<file path="src/rtl/prefetch_queue_pkg.sv">
// Shared definitions for the instruction prefetch queue:
// FSM encodings, default geometry and the count-width helper.
package prefetch_queue_pkg;

    localparam int PQ_DEPTH = 4;
    localparam int PQ_AW    = 8;

    localparam logic [1:0] ST_IDLE  = 2'd0;
    localparam logic [1:0] ST_FETCH = 2'd1;
    localparam logic [1:0] ST_DRAIN = 2'd2;

    function automatic int pq_cnt_w(input int depth);
        return $clog2(depth) + 1;
    endfunction

endpackage

</file>
<file path="src/rtl/prefetch_queue_fifo.sv">
// pq_fifo: synchronous circular byte buffer with push/pop/clear.
// Ports: clk, rst (async high), clear, push/push_data, pop, head_data, count.
module pq_fifo
    import prefetch_queue_pkg::*;
#(
    parameter int DEPTH = PQ_DEPTH,
    parameter int W     = 8,
    localparam int CW   = pq_cnt_w(DEPTH),
    localparam int PW   = $clog2(DEPTH)
) (
    input  logic          clk,
    input  logic          rst,
    input  logic          clear,
    input  logic          push,
    input  logic [W-1:0]  push_data,
    input  logic          pop,
    output logic [W-1:0]  head_data,
    output logic [CW-1:0] count
);

    logic [W-1:0]  mem [DEPTH];
    logic [PW-1:0] head;
    logic [PW-1:0] tail;

    // Storage is not reset; the head is only meaningful while count != 0.
    always_ff @(posedge clk) begin
        if (push && !clear) begin
            mem[tail] <= push_data;
        end
    end

    always_ff @(posedge clk or posedge rst) begin
        if (rst) begin
            head  <= '0;
            tail  <= '0;
            count <= '0;
        end else if (clear) begin
            head  <= '0;
            tail  <= '0;
            count <= '0;
        end else begin
            if (push) tail <= tail + PW'(1);
            if (pop)  head <= head + PW'(1);
            count <= count + CW'(push) - CW'(pop);
        end
    end

    assign head_data = mem[head];

endmodule

</file>
<file path="src/rtl/prefetch_queue.sv">
// Instruction prefetch queue: fetches bytes over req/ack and hands them
// to the decoder via valid/ready with the head byte address in out_pc.
// Ports: clk, rst, flush/flush_addr, mem_req/mem_addr/mem_ack/mem_data,
//        out_valid/out_data/out_pc/out_ready, count.
module prefetch_queue
    import prefetch_queue_pkg::*;
#(
    parameter int DEPTH = PQ_DEPTH,
    parameter int AW    = PQ_AW,
    localparam int CW   = pq_cnt_w(DEPTH)
) (
    input  logic          clk,
    input  logic          rst,
    input  logic          flush,
    input  logic [AW-1:0] flush_addr,
    output logic          mem_req,
    output logic [AW-1:0] mem_addr,
    input  logic          mem_ack,
    input  logic [7:0]    mem_data,
    output logic          out_valid,
    output logic [7:0]    out_data,
    output logic [AW-1:0] out_pc,
    input  logic          out_ready,
    output logic [CW-1:0] count
);

    localparam logic [CW-1:0] FULL = CW'(DEPTH);

    logic [1:0]    state;
    logic [AW-1:0] fetch_ptr;
    logic [7:0]    head_data;
    logic          push;
    logic          pop;
    logic [CW-1:0] count_next;

    // A flush discards both the acked byte and any pop in that cycle.
    assign push       = (state == ST_FETCH) && mem_ack && !flush;
    assign pop        = out_valid && out_ready && !flush;
    assign count_next = count + CW'(push) - CW'(pop);

    assign out_valid = (count != '0);
    assign out_data  = out_valid ? head_data : 8'h00;

    pq_fifo #(
        .DEPTH (DEPTH),
        .W     (8)
    ) u_fifo (
        .clk       (clk),
        .rst       (rst),
        .clear     (flush),
        .push      (push),
        .push_data (mem_data),
        .pop       (pop),
        .head_data (head_data),
        .count     (count)
    );

    always_ff @(posedge clk or posedge rst) begin
        if (rst) begin
            state     <= ST_IDLE;
            fetch_ptr <= '0;
            mem_req   <= 1'b0;
            mem_addr  <= '0;
            out_pc    <= '0;
        end else begin
            if (flush) begin
                fetch_ptr <= flush_addr;
                out_pc    <= flush_addr;
            end else if (pop) begin
                out_pc <= out_pc + AW'(1);
            end

            unique case (state)
                ST_IDLE: begin
                    if (!flush && count < FULL) begin
                        state    <= ST_FETCH;
                        mem_req  <= 1'b1;
                        mem_addr <= fetch_ptr;
                    end
                end
                ST_FETCH: begin
                    if (mem_ack) begin
                        if (flush) begin
                            state   <= ST_IDLE;
                            mem_req <= 1'b0;
                        end else begin
                            fetch_ptr <= fetch_ptr + AW'(1);
                            if (count_next < FULL) begin
                                mem_addr <= fetch_ptr + AW'(1);
                            end else begin
                                state   <= ST_IDLE;
                                mem_req <= 1'b0;
                            end
                        end
                    end else if (flush) begin
                        // Request cannot be withdrawn; swallow its data.
                        state <= ST_DRAIN;
                    end
                end
                ST_DRAIN: begin
                    if (mem_ack) begin
                        state   <= ST_IDLE;
                        mem_req <= 1'b0;
                    end
                end
                default: begin
                    state   <= ST_IDLE;
                    mem_req <= 1'b0;
                end
            endcase
        end
    end

endmodule

</file>
<file path="config.mk">
export PLATFORM = sky130hd
export DESIGN_NAME = prefetch_queue
export DESIGN_NICKNAME = d
export VERILOG_FILES = /design/src/rtl/prefetch_queue_pkg.sv /design/src/rtl/prefetch_queue_fifo.sv /design/src/rtl/prefetch_queue.sv
export SDC_FILE = /design/constraint.sdc
export NUM_CORES = 1
export LEC_CHECK = 0
export CELL_PAD_IN_SITES_DETAIL_PLACEMENT = 2
export CELL_PAD_IN_SITES_GLOBAL_PLACEMENT = 2
export CORE_ASPECT_RATIO = 1.25
export CORE_MARGIN = 2
export CORE_UTILIZATION = 34
export CTS_BUF_LIST = sky130_fd_sc_hd__clkbuf_8
export CTS_CLUSTER_SIZE = 30
export DETAILED_ROUTE_END_ITERATION = 8
export GPL_TIMING_DRIVEN = 0
export PLACE_DENSITY = 0.78
export SYNTH_ARGS = -nofsm -noshare
export SYNTH_HDL_FRONTEND = slang
export SYNTH_HIERARCHICAL = 1
export SYNTH_SLANG_ARGS = --single-unit
export TNS_END_PERCENT = 1
</file>
<file path="constraint.sdc">
create_clock -name clk -period 3.1 [get_ports clk]
set_input_delay 0.465 -clock clk [delete_from_list [all_inputs] [get_ports clk]]
set_output_delay 0.465 -clock clk [all_outputs]
set_load 0.02 [all_outputs]
</file>
---- Yosys cells after proc, flatten, opt, wreduce, memory -nomap -nowiden ----
Memory sizes are Yosys's and may differ from the RTL's.
Cells that the tools add are included.
cells by class
  add/sub/neg operators ................... 6
  magnitude comparators ................... 2
  equality and inequality tests ........... 9
  multiplexer cells ....................... 32
  reduce and logical (&&, ||, !) cells .... 15
operators by type and width
  kind                                                    count
  2-to-1 mux 8 bit                                        11
  2-to-1 mux 2 bit                                        10
  adder 8 x 1 -> 8 bit (second input constant)            2
  case mux 8 bit (2 select lines)                         1
  inequality test 2 bit (second input constant)           4
  AND reduction 4 bit                                     2
  2-to-1 mux 1 bit                                        7
  logical AND 1 bit                                       6
  less-than comparator 3 bit (second input constant)      2
  inequality test 3 bit (second input constant)           2
  case mux 2 bit (3 select lines)                         1
  nonzero test 2 bit                                      3
  AND reduction 5 bit                                     1
  adder 2 x 1 -> 2 bit (second input constant)            2
  adder 3 x 1 -> 3 bit                                    1
  2-to-1 mux 3 bit                                        1
  case mux 1 bit (3 select lines)                         1
  nonzero test 3 bit                                      1
  subtractor 3 x 1 -> 3 bit                               1
  == test 2 x 1 -> 1 bit (second input constant)          1
  == test 2 bit (second input constant)                   1
  zero test 2 bit                                         1
  inequality test 2 x 1 -> 1 bit (second input constant)  1
  zero test 1 bit                                         1
storage, ports and cells
  flip-flop bits (word level) ............. 34
  RAM bits ................................ 32
  bits of input ports ..................... 21
  output and inout bits ................... 29
  memories kept ........................... 1
memory list
  memory      depth  bits a word  rd ports  clocked after Yosys merged registers in  wr ports  line                       RTL
  u_fifo.mem  4      8            1         0                                        1         prefetch_queue_fifo.sv:21  logic [W-1:0] mem [DEPTH];

---- Longest topological paths before layout ----
Gate-level depths: netlist (run 1).
  word-level depth ........................ 10
  depth in mapped cells ................... 15
  depth with buffers taken out ............ 12

---- By module ----
Netlist (run 1), hierarchy kept.
by module, submodules not included
  module          times used  cells each  area each (um2)  seq. area each (um2)
  prefetch_queue  1           183         1641.6           675.6
  pq_fifo         1           80          1582.8           1136.1

---- Worst setup path after synthesis (run 1) ----
OpenSTA, ideal clock, no wires.
  kind .................................... reg2reg
  from .................................... register u_fifo.count[2]
  to ...................................... register mem_addr[2]
  arrival time ............................ 3.115 ns
  data required time ...................... 2.974 ns
  path slack .............................. -0.141 ns
  stages on the path, launching flop included .. 13
  path buffers ............................ 2
  period minus slack after synthesis ...... 3.241 ns
  cells stage by stage .................... dfrtp_1 > clkbuf_1 > o31ai_1 > nor2_1 > ha_1 > inv_1 > ha_1 > and3b_1 > o211ai_2 > mux2i_1 > clkbuf_1 > o21ai_0 > a221o_1
between the ends
  longest elaborated chain between the ends .. 7
  elaborated cells between the ends (all ways) .. 11
  those cells by class .................... add/sub: 2; order compare: 2; eq/ne: 2; reduce/logical: 5
ends and longest elaborated chain
  element                                   line                       RTL
  start: declaration                        prefetch_queue_fifo.sv:18  output logic [CW-1:0] count
  start signal: assignment                  prefetch_queue_fifo.sv:44  count <= count + CW'(push) - CW'(pop);
  nonzero test 3 bit                        prefetch_queue.sv:41       assign out_valid = (count != '0);
  logical AND 1 bit (2 in a row)            prefetch_queue.sv:38       assign pop = out_valid && out_ready && !flush;
  named net pop                             prefetch_queue.sv:33       logic pop;
  subtractor 3 x 1 -> 3 bit                 prefetch_queue.sv:39       assign count_next = count + CW'(push) - CW'(pop);
  less-than comparator 3 bit                prefetch_queue.sv:88       if (count_next < FULL) begin
  inequality test 2 x 1 -> 1 bit (no line)  --
  AND reduction 5 bit (no line)             --
  end signal: assignment                    prefetch_queue.sv:78       mem_addr <= fetch_ptr;
  end signal: assignment                    prefetch_queue.sv:89       mem_addr <= fetch_ptr + AW'(1);
  end: declaration                          prefetch_queue.sv:17       output logic [AW-1:0] mem_addr,
The timed path passes the listed nets, and every way through them passes these cells.
A chain may end at the register's enable or synchronous reset.

---- Worst setup path after layout (run 1) ----
Same ends and word-level chain as after synthesis.

==> impl_results.md, run 1 <==
* Clk_lat worst skew at roughly 0.37 ns
* Relative slew slack at 0.287
* VDD IR max at about 0.00038 V
* Diodes inserted at 0
* DP HPWL at 5790 µm
* Routability cong. at between 0.7 and 0.8
* DP Cell Count at about 440
* CTS tree: built
* CP top delay family: compound AO/OA/AOI/OAI gates
* Via Count at about 2300
* Setup crit start kind: register
* Vias per cell at roughly 5.0
* Starting Density at 0.351
* Cells on worst reg2reg path at 12
* Internal power at approximately 2.1 mW
* Top Ports at 50
* Flop2flop setup slack at roughly 0.16 ns
* CP Class: reg2reg
* Fin crit share at 0.949
* Multiplexer area fraction after synthesis at 0.0803
* Die W at around 91 µm
* Clock Tree Root: clkbuf_8
* Max cap viols at 0
* Crit path capture type: register
* P per Cell Area at approximately 800 mW/mm²
* Clock power share at 0.204
* Worst r2r dst: mem_addr[2]
* GR Util met2 at 0.320
* Leakage at between 1.5 and 2 nW
* Worst path slowest cell: dfrtp_1
* Logic pwr share at 0.444
* XOR/XNOR share of the synthesized area at 0.0532
* Crit. Startpoint: u_fifo/count[2]
* Largest net degree at the start of global routing at 28
* Yosys warns at 6
* Clk slew on worst S/H paths at roughly 0.080 ns
* Post-synthesis adder-cell area fraction at 0.0450
* GR Util All Layers at 0.171
* CTS Sinks at 66
* Total Negative Setup Slacks at 0 ns
* H-Tree Depth at 3
* Most Crowded Layer GR: met2
* Sw frac at 0.369
* CTS Hold Bufs at 0
* Chip Height at ~110 µm
* Worst-margin pin slew at 1.07 ns
* Core area at 0.00917 mm²
* Levels on crit path at 12
* Mean post-synth cell area at between 10 and 15 µm²
* Vias in the first global route at between 2000 and 3000
* CTS Buf Count at 9
* Seq/Total Area, Yosys at 0.562
* Post-Syn Instances at between 200 and 300
* DRC viols at 0
* Final hold violations at 0
* Worst clock skew at ~0.0075 ns
* P_sw at 1.22 mW
* First-pass GRT wire length at approximately 13000 µm
* Sequential share of power at 0.352
* CP Buf/Inv Count at 3
* Max clock buf depth at 2
* Status: completed
* Met3 Resource Use GR at 0.0426
* Area Growth Syn to Fin at 32.0%
* Drt initial violations at 80
* Complex-gate fraction of the synthesized area at 0.0772
* Max Fclk at 0.340 GHz
* Largest family of logic cells by synthesized area: simple AND/OR/NAND/NOR gates
* Detailed-router iteration count before antenna repair at 4
* Asr flop ratio synth at 0.515
* Final net count at 369
* #FFs+latches synth at 66
* Number of synthesized flops with an enable pin at 32
* Crit-path cells: buf_6 -> o31ai_4 -> nor2_4 -> ha_1 -> inv_1 -> ha_1 -> and3b_1 -> o211ai_4 -> mux2i_4 -> buf_8 -> o21ai_0 -> a221o_1
* Detailed Route WL at between 8000 and 9000 µm
* Slowest stage delay, CP at ~0.42 ns
* Synthesized cell area at 0.00322 mm²
* Critical path required time at between 3 and 4 ns
* CP dominant cell by count: ha_1
* Simple-gate share of the synthesized area at 0.143
* Row count at 39
* Yosys cell types at 48
* Antenna viol nets, final at 0
* Die area at 0.0103 mm²
* FF-to-FF Start: u_fifo/count[2]
* Fin cells at 465
* Main synth FF type: dfrtp_1
* Final setup viols at 0
* Critical-path maximum fanout at 10
* Crit path DAT at roughly 3.2 ns
* Post-detailed-route wirelength per cell at 17.9 µm
* Share of cells above drive strength 1 at 0.193
* Max Slew Vio Count at 0
* Syn_nets at approximately 300
* Gr ovfl total at 0
* Worst setup path end: mem_addr[2]
* Fin crit period at slightly below 3 ns
* Worst Hold Class: in2reg
* Grt met1 use at 0.185
* PortBufs at slightly below 50
* Initial antenna violation count at 0
power groups by stage:
stage	registers, mW	clock network [mW]	logic, mW
finish	1.17	0.675	1.47
global route	1.19	0.738	1.60
CTS	1.17	0.701	1.37
detailed placement	1.19	0	1.30
global placement	1.18	0	1.26
floorplan	1.27	0	0.671
worst min path at each step:
stage / startpoint / endpoint / cells past startpoint
2_1_floorplan: rst / u_fifo/count[0] / 1
3_3_place_gp: mem_addr[4] / mem_addr[4] / 2
3_5_place_dp: mem_addr[6] / mem_addr[6] / 2
4_1_cts: rst / u_fifo/count[1] / 2
5_1_grt: rst / u_fifo/count[1] / 2
6_report: flush / u_fifo/count[1] / 2
final cells by class:
type,count,area [µm²]
clock inverter,7,53.8
multi-input combinational,172,1340
tap,123,154
inverter,13,50.0
buffer,12,114
timing repair buffer,63,607
clock buffer,9,124
fill,937,4920
sequential,66,1810
stage by stage:
| stage | hold WS, ns | setup slack, ns | instance area, µm² | total power, mW | utilization |
|---|---|---|---|---|---|
| floorplan | 0.268 | 0.0477 | 3230 | 1.94 | - |
| CTS | 0.378 | 0.0206 | 4120 | 3.24 | 0.450 |
| detailed placement | 0.477 | -1.41 | 3870 | 2.48 | 0.422 |
| global route | 0.410 | -0.0509 | 4260 | 3.53 | 0.464 |
| finish | 0.378 | 0.157 | 4260 | 3.32 | 0.464 |
| global placement | 0.455 | -1.33 | 3870 | 2.43 | 0.422 |
timing repair:
action,in CTS,in global routing
pin swaps,2,3
resized for setup,20,14
setup buffers,2,11
endpoints found under the setup margin,12,8
cloned,0,1
per-layer routing:
metal	vias up	routed length [µm]
met3	13	278
met1	1203	3170
met4	0	170
li1	1081	-
met5	-	0
met2	38	4710
worst reg2reg max path: cells and delay by family (launching register included):
family                     cells  cell delay (ns)
muxes                          1             0.38
buffers and inverters          3             0.38
and+or+nand+nor                2             0.31
adders and majority gates      2             0.44
AOI/OAI and AO/OA              4             0.92
DFF                            1             0.42
Yosys cell counts, types with 6 or more instances:
cell / count / share of area
a21oi_1: 17 / 0.026
and3_1: 6 / 0.012
o21ai_0: 8 / 0.012
mux4_2: 7 / 0.049
nand3_1: 9 / 0.014
and2_1: 13 / 0.025
ha_1: 10 / 0.039
inv_1: 12 / 0.014
xnor2_1: 13 / 0.035
nand2_1: 16 / 0.019
edfxtp_1: 32 / 0.30
nor2_1: 24 / 0.028
dfrtp_1: 34 / 0.26
cells in the final DEF, fill, tap and decap left out, types with 2 or more instances in the layout:
master           count
nor4_1               2
o21ai_1              2
mux4_2               7
xor2_1               4
inv_1               11
o21ai_0              7
nand3_1              9
mux2i_1              2
a21oi_1             17
clkinv_2             2
nor3b_1              2
buf_6                7
xnor2_1             13
nand2b_1             2
nand2_1             15
and3_1               6
dfrtp_1             33
inv_6                2
buf_4               13
clkinvlp_4           3
clkbuf_1             2
mux2_2               4
and2_1              13
buf_2                2
o311ai_1             4
clkbuf_8             9
nor2b_1              4
ha_1                10
nand3b_1             3
clkdlybuf4s50_1     47
edfxtp_1            32
nor2_1              23
cells by family (layout without fill, tap and decap cells):
family                   count (synthesis)  in the layout
multiplexers                            15             15
buffers and inverters                   25            104
flip-flops                              66             66
XOR/XNOR                                18             18
AND/OR/NAND/NOR                         89             89
adder cells (fa/ha/maj)                 11             11
AO/OA/AOI/OAI                           39             39
flip-flops by register name, summed over array words and instances, names as in the netlist:
| name | count |
|---|---|
| u_fifo/head | 2 |
| mem_addr | 8 |
| u_fifo/count | 3 |
| state | 2 |
| fetch_ptr | 8 |
| out_pc | 8 |
| mem_req | 1 |
| u_fifo/mem | 32 |
| u_fifo/tail | 2 |
Note: power is estimated with default switching activity, not from simulation.
==> run 2: changes to the inputs <==
--- a/config.mk
+++ b/config.mk
@@ -15,6 +15,7 @@
 export DETAILED_ROUTE_END_ITERATION = 8
 export GPL_TIMING_DRIVEN = 0
 export PLACE_DENSITY = 0.78
+export SLEW_MARGIN = 20
 export SYNTH_ARGS = -nofsm -noshare
 export SYNTH_HDL_FRONTEND = slang
 export SYNTH_HIERARCHICAL = 1
==> impl_results.md, run 2 (same netlist as run 1, synthesis figures left out) <==
* CP top delay family: compound AO/OA/AOI/OAI gates
* Chip Height at between 100 and 150 µm
* DRC viols at 0
* Clock power share at 0.204
* P_sw at approximately 1.2 mW
* Most common cell after layout, fill and taps aside: clkdlybuf4s50_1
* Leakage at approximately 1.6 nW
* Final net count at 369
* Clock Tree Root: clkbuf_8
* Clk slew on worst S/H paths at 0.08 ns
* Sw frac at 0.369
* Via Count at ~2300
* CTS Buf Count at 9
* H-Tree Depth at 3
* Max clock buf depth at 2
* Starting Density at 0.351
* Worst-margin pin slew at between 0.6 and 0.7 ns
* Highest-count cells in the layout ignoring fill and taps: clkdlybuf4s50_1 (47), dfrtp_1 (33), edfxtp_1 (32)
* Max Slew Vio Count at 0
* DP HPWL at between 5000 and 6000 µm
* CP dominant cell by count: ha_1
* Layout Utilization at 0.464
* Total Negative Setup Slacks at 0 ns
* Critical-path maximum fanout at 10
* Drt initial violations at 80
* Share of cells above drive strength 1 at 0.196
* Largest Register: u_fifo/mem
* Status: completed
* Crit path DAT at 3.21 ns
* CTS Sinks at 66
* Final setup viols at 0
* Max reg flops at 32
* Core area at slightly above 0.009 mm²
* Die area at ~0.010 mm²
* Max cap viols at 0
* Die W at 91.1 µm
* Final worst setup slack at approximately 0.16 ns
* DP Cell Count at 435
* Fin crit period at a little under 3 ns
* Fin crit share at 0.949
* Relative slew slack at 0.564
* Fin area at 0.00426 mm²
* Area Growth Syn to Fin at 32.0%
* Vias per cell at 5.02
* Worst hold margin at 0.378 ns
* Logic pwr share at 0.444
* Placed cell area at roughly 0.0039 mm²
* Routability cong. at about 0.76
* Crit path capture type: register
* Post-detailed-route wirelength per cell at roughly 18 µm
* Largest net degree at the start of global routing at 28
* P per Cell Area at just under 800 mW/mm²
* CP Class: reg2reg
* Worst clock skew at 0.00751 ns
* Crit-path cells: buf_6 -> o31ai_4 -> nor2_4 -> ha_1 -> inv_1 -> ha_1 -> and3b_1 -> o211ai_4 -> mux2i_4 -> buf_8 -> o21ai_0 -> a221o_1
* Diodes inserted at 0
* Fin cells at roughly 470
* Detailed Route WL at around 8300 µm
* Internal power at ~2.1 mW
* Initial antenna violation count at 0
* CP Buf/Inv Count at 3
* PortBufs at a little under 50
* Design Power at approximately 3.3 mW
* Antenna viol nets, final at 0
* CTS tree: built
* Final hold violations at 0
* Slowest stage delay, CP at around 0.42 ns
* Setup crit start kind: register
* Gr ovfl total at 0
* Top Ports at 50
* Clk_lat worst skew at about 0.37 ns
* Worst Hold Class: in2reg
* First-pass GRT wire length at about 13000 µm
* Row count at 39
* Worst path slowest cell: dfrtp_1
* Vias in the first global route at 2644
* Max Fclk at roughly 0.34 GHz
* Critical path required time at 3.36 ns
* VDD IR max at 0.000378 V
* Sequential share of power at 0.352
* Detailed-router iteration count before antenna repair at 4
* GR Util All Layers at 0.171
* Post-Place Worst Slack at -1.41 ns
run 2: cell counts in the layout (fill, tap and decap cells not counted):
Identical to the previous run, type by type.
run 2: layer usage:
metal	part of all wire	GRT usage	up-vias	routed length, µm
li1	-	-	1081	-
met1	0.38	0.185	1203	3170
met2	0.57	0.320	38	4710
met3	0.033	0.0426	13	278
met4	0.020	0.0636	0	170
met5	0	0	-	0
run 2: power groups by stage:
stage | Clock [mW] | Combinational (mW) | Sequential [mW]
finish | 0.675 | 1.47 | 1.17
global route | 0.738 | 1.60 | 1.19
CTS | 0.701 | 1.37 | 1.17
detailed placement | 0 | 1.30 | 1.19
global placement | 0 | 1.26 | 1.18
floorplan | 0 | 0.671 | 1.27
run 2: final timing paths:
check                                 from         endpoint  slack, ns  depth (start not counted)
hold / removal                       flush  u_fifo/count[1]       0.38                          2
setup reg to reg           u_fifo/count[2]      mem_addr[2]       0.16                         12
hold reg to reg                mem_addr[4]      mem_addr[4]       0.48                          2
min in group asynchronous              rst  u_fifo/count[1]       0.41                          2
setup / recovery           u_fifo/count[2]      mem_addr[2]       0.16                         12
max in group asynchronous              rst         state[1]       2.15                          2
run 2: layout make-up:
cell class,instances,area (µm²)
Buffer,12,114
Timing Repair Buffer,63,607
Clock inverter,7,53.8
Fill cell,937,4920
Multi-Input combinational cell,172,1340
Tap cell,123,154
Inverter,13,50.0
Sequential cell,66,1810
Clock buffer,9,124
run 2: timing repair:
action	in CTS	in global routing
gates resized for setup	20	14
gates cloned	0	1
pin swaps	2	3
setup endpoints to repair	12	8
setup buffers	2	11
hold buffers	0	0
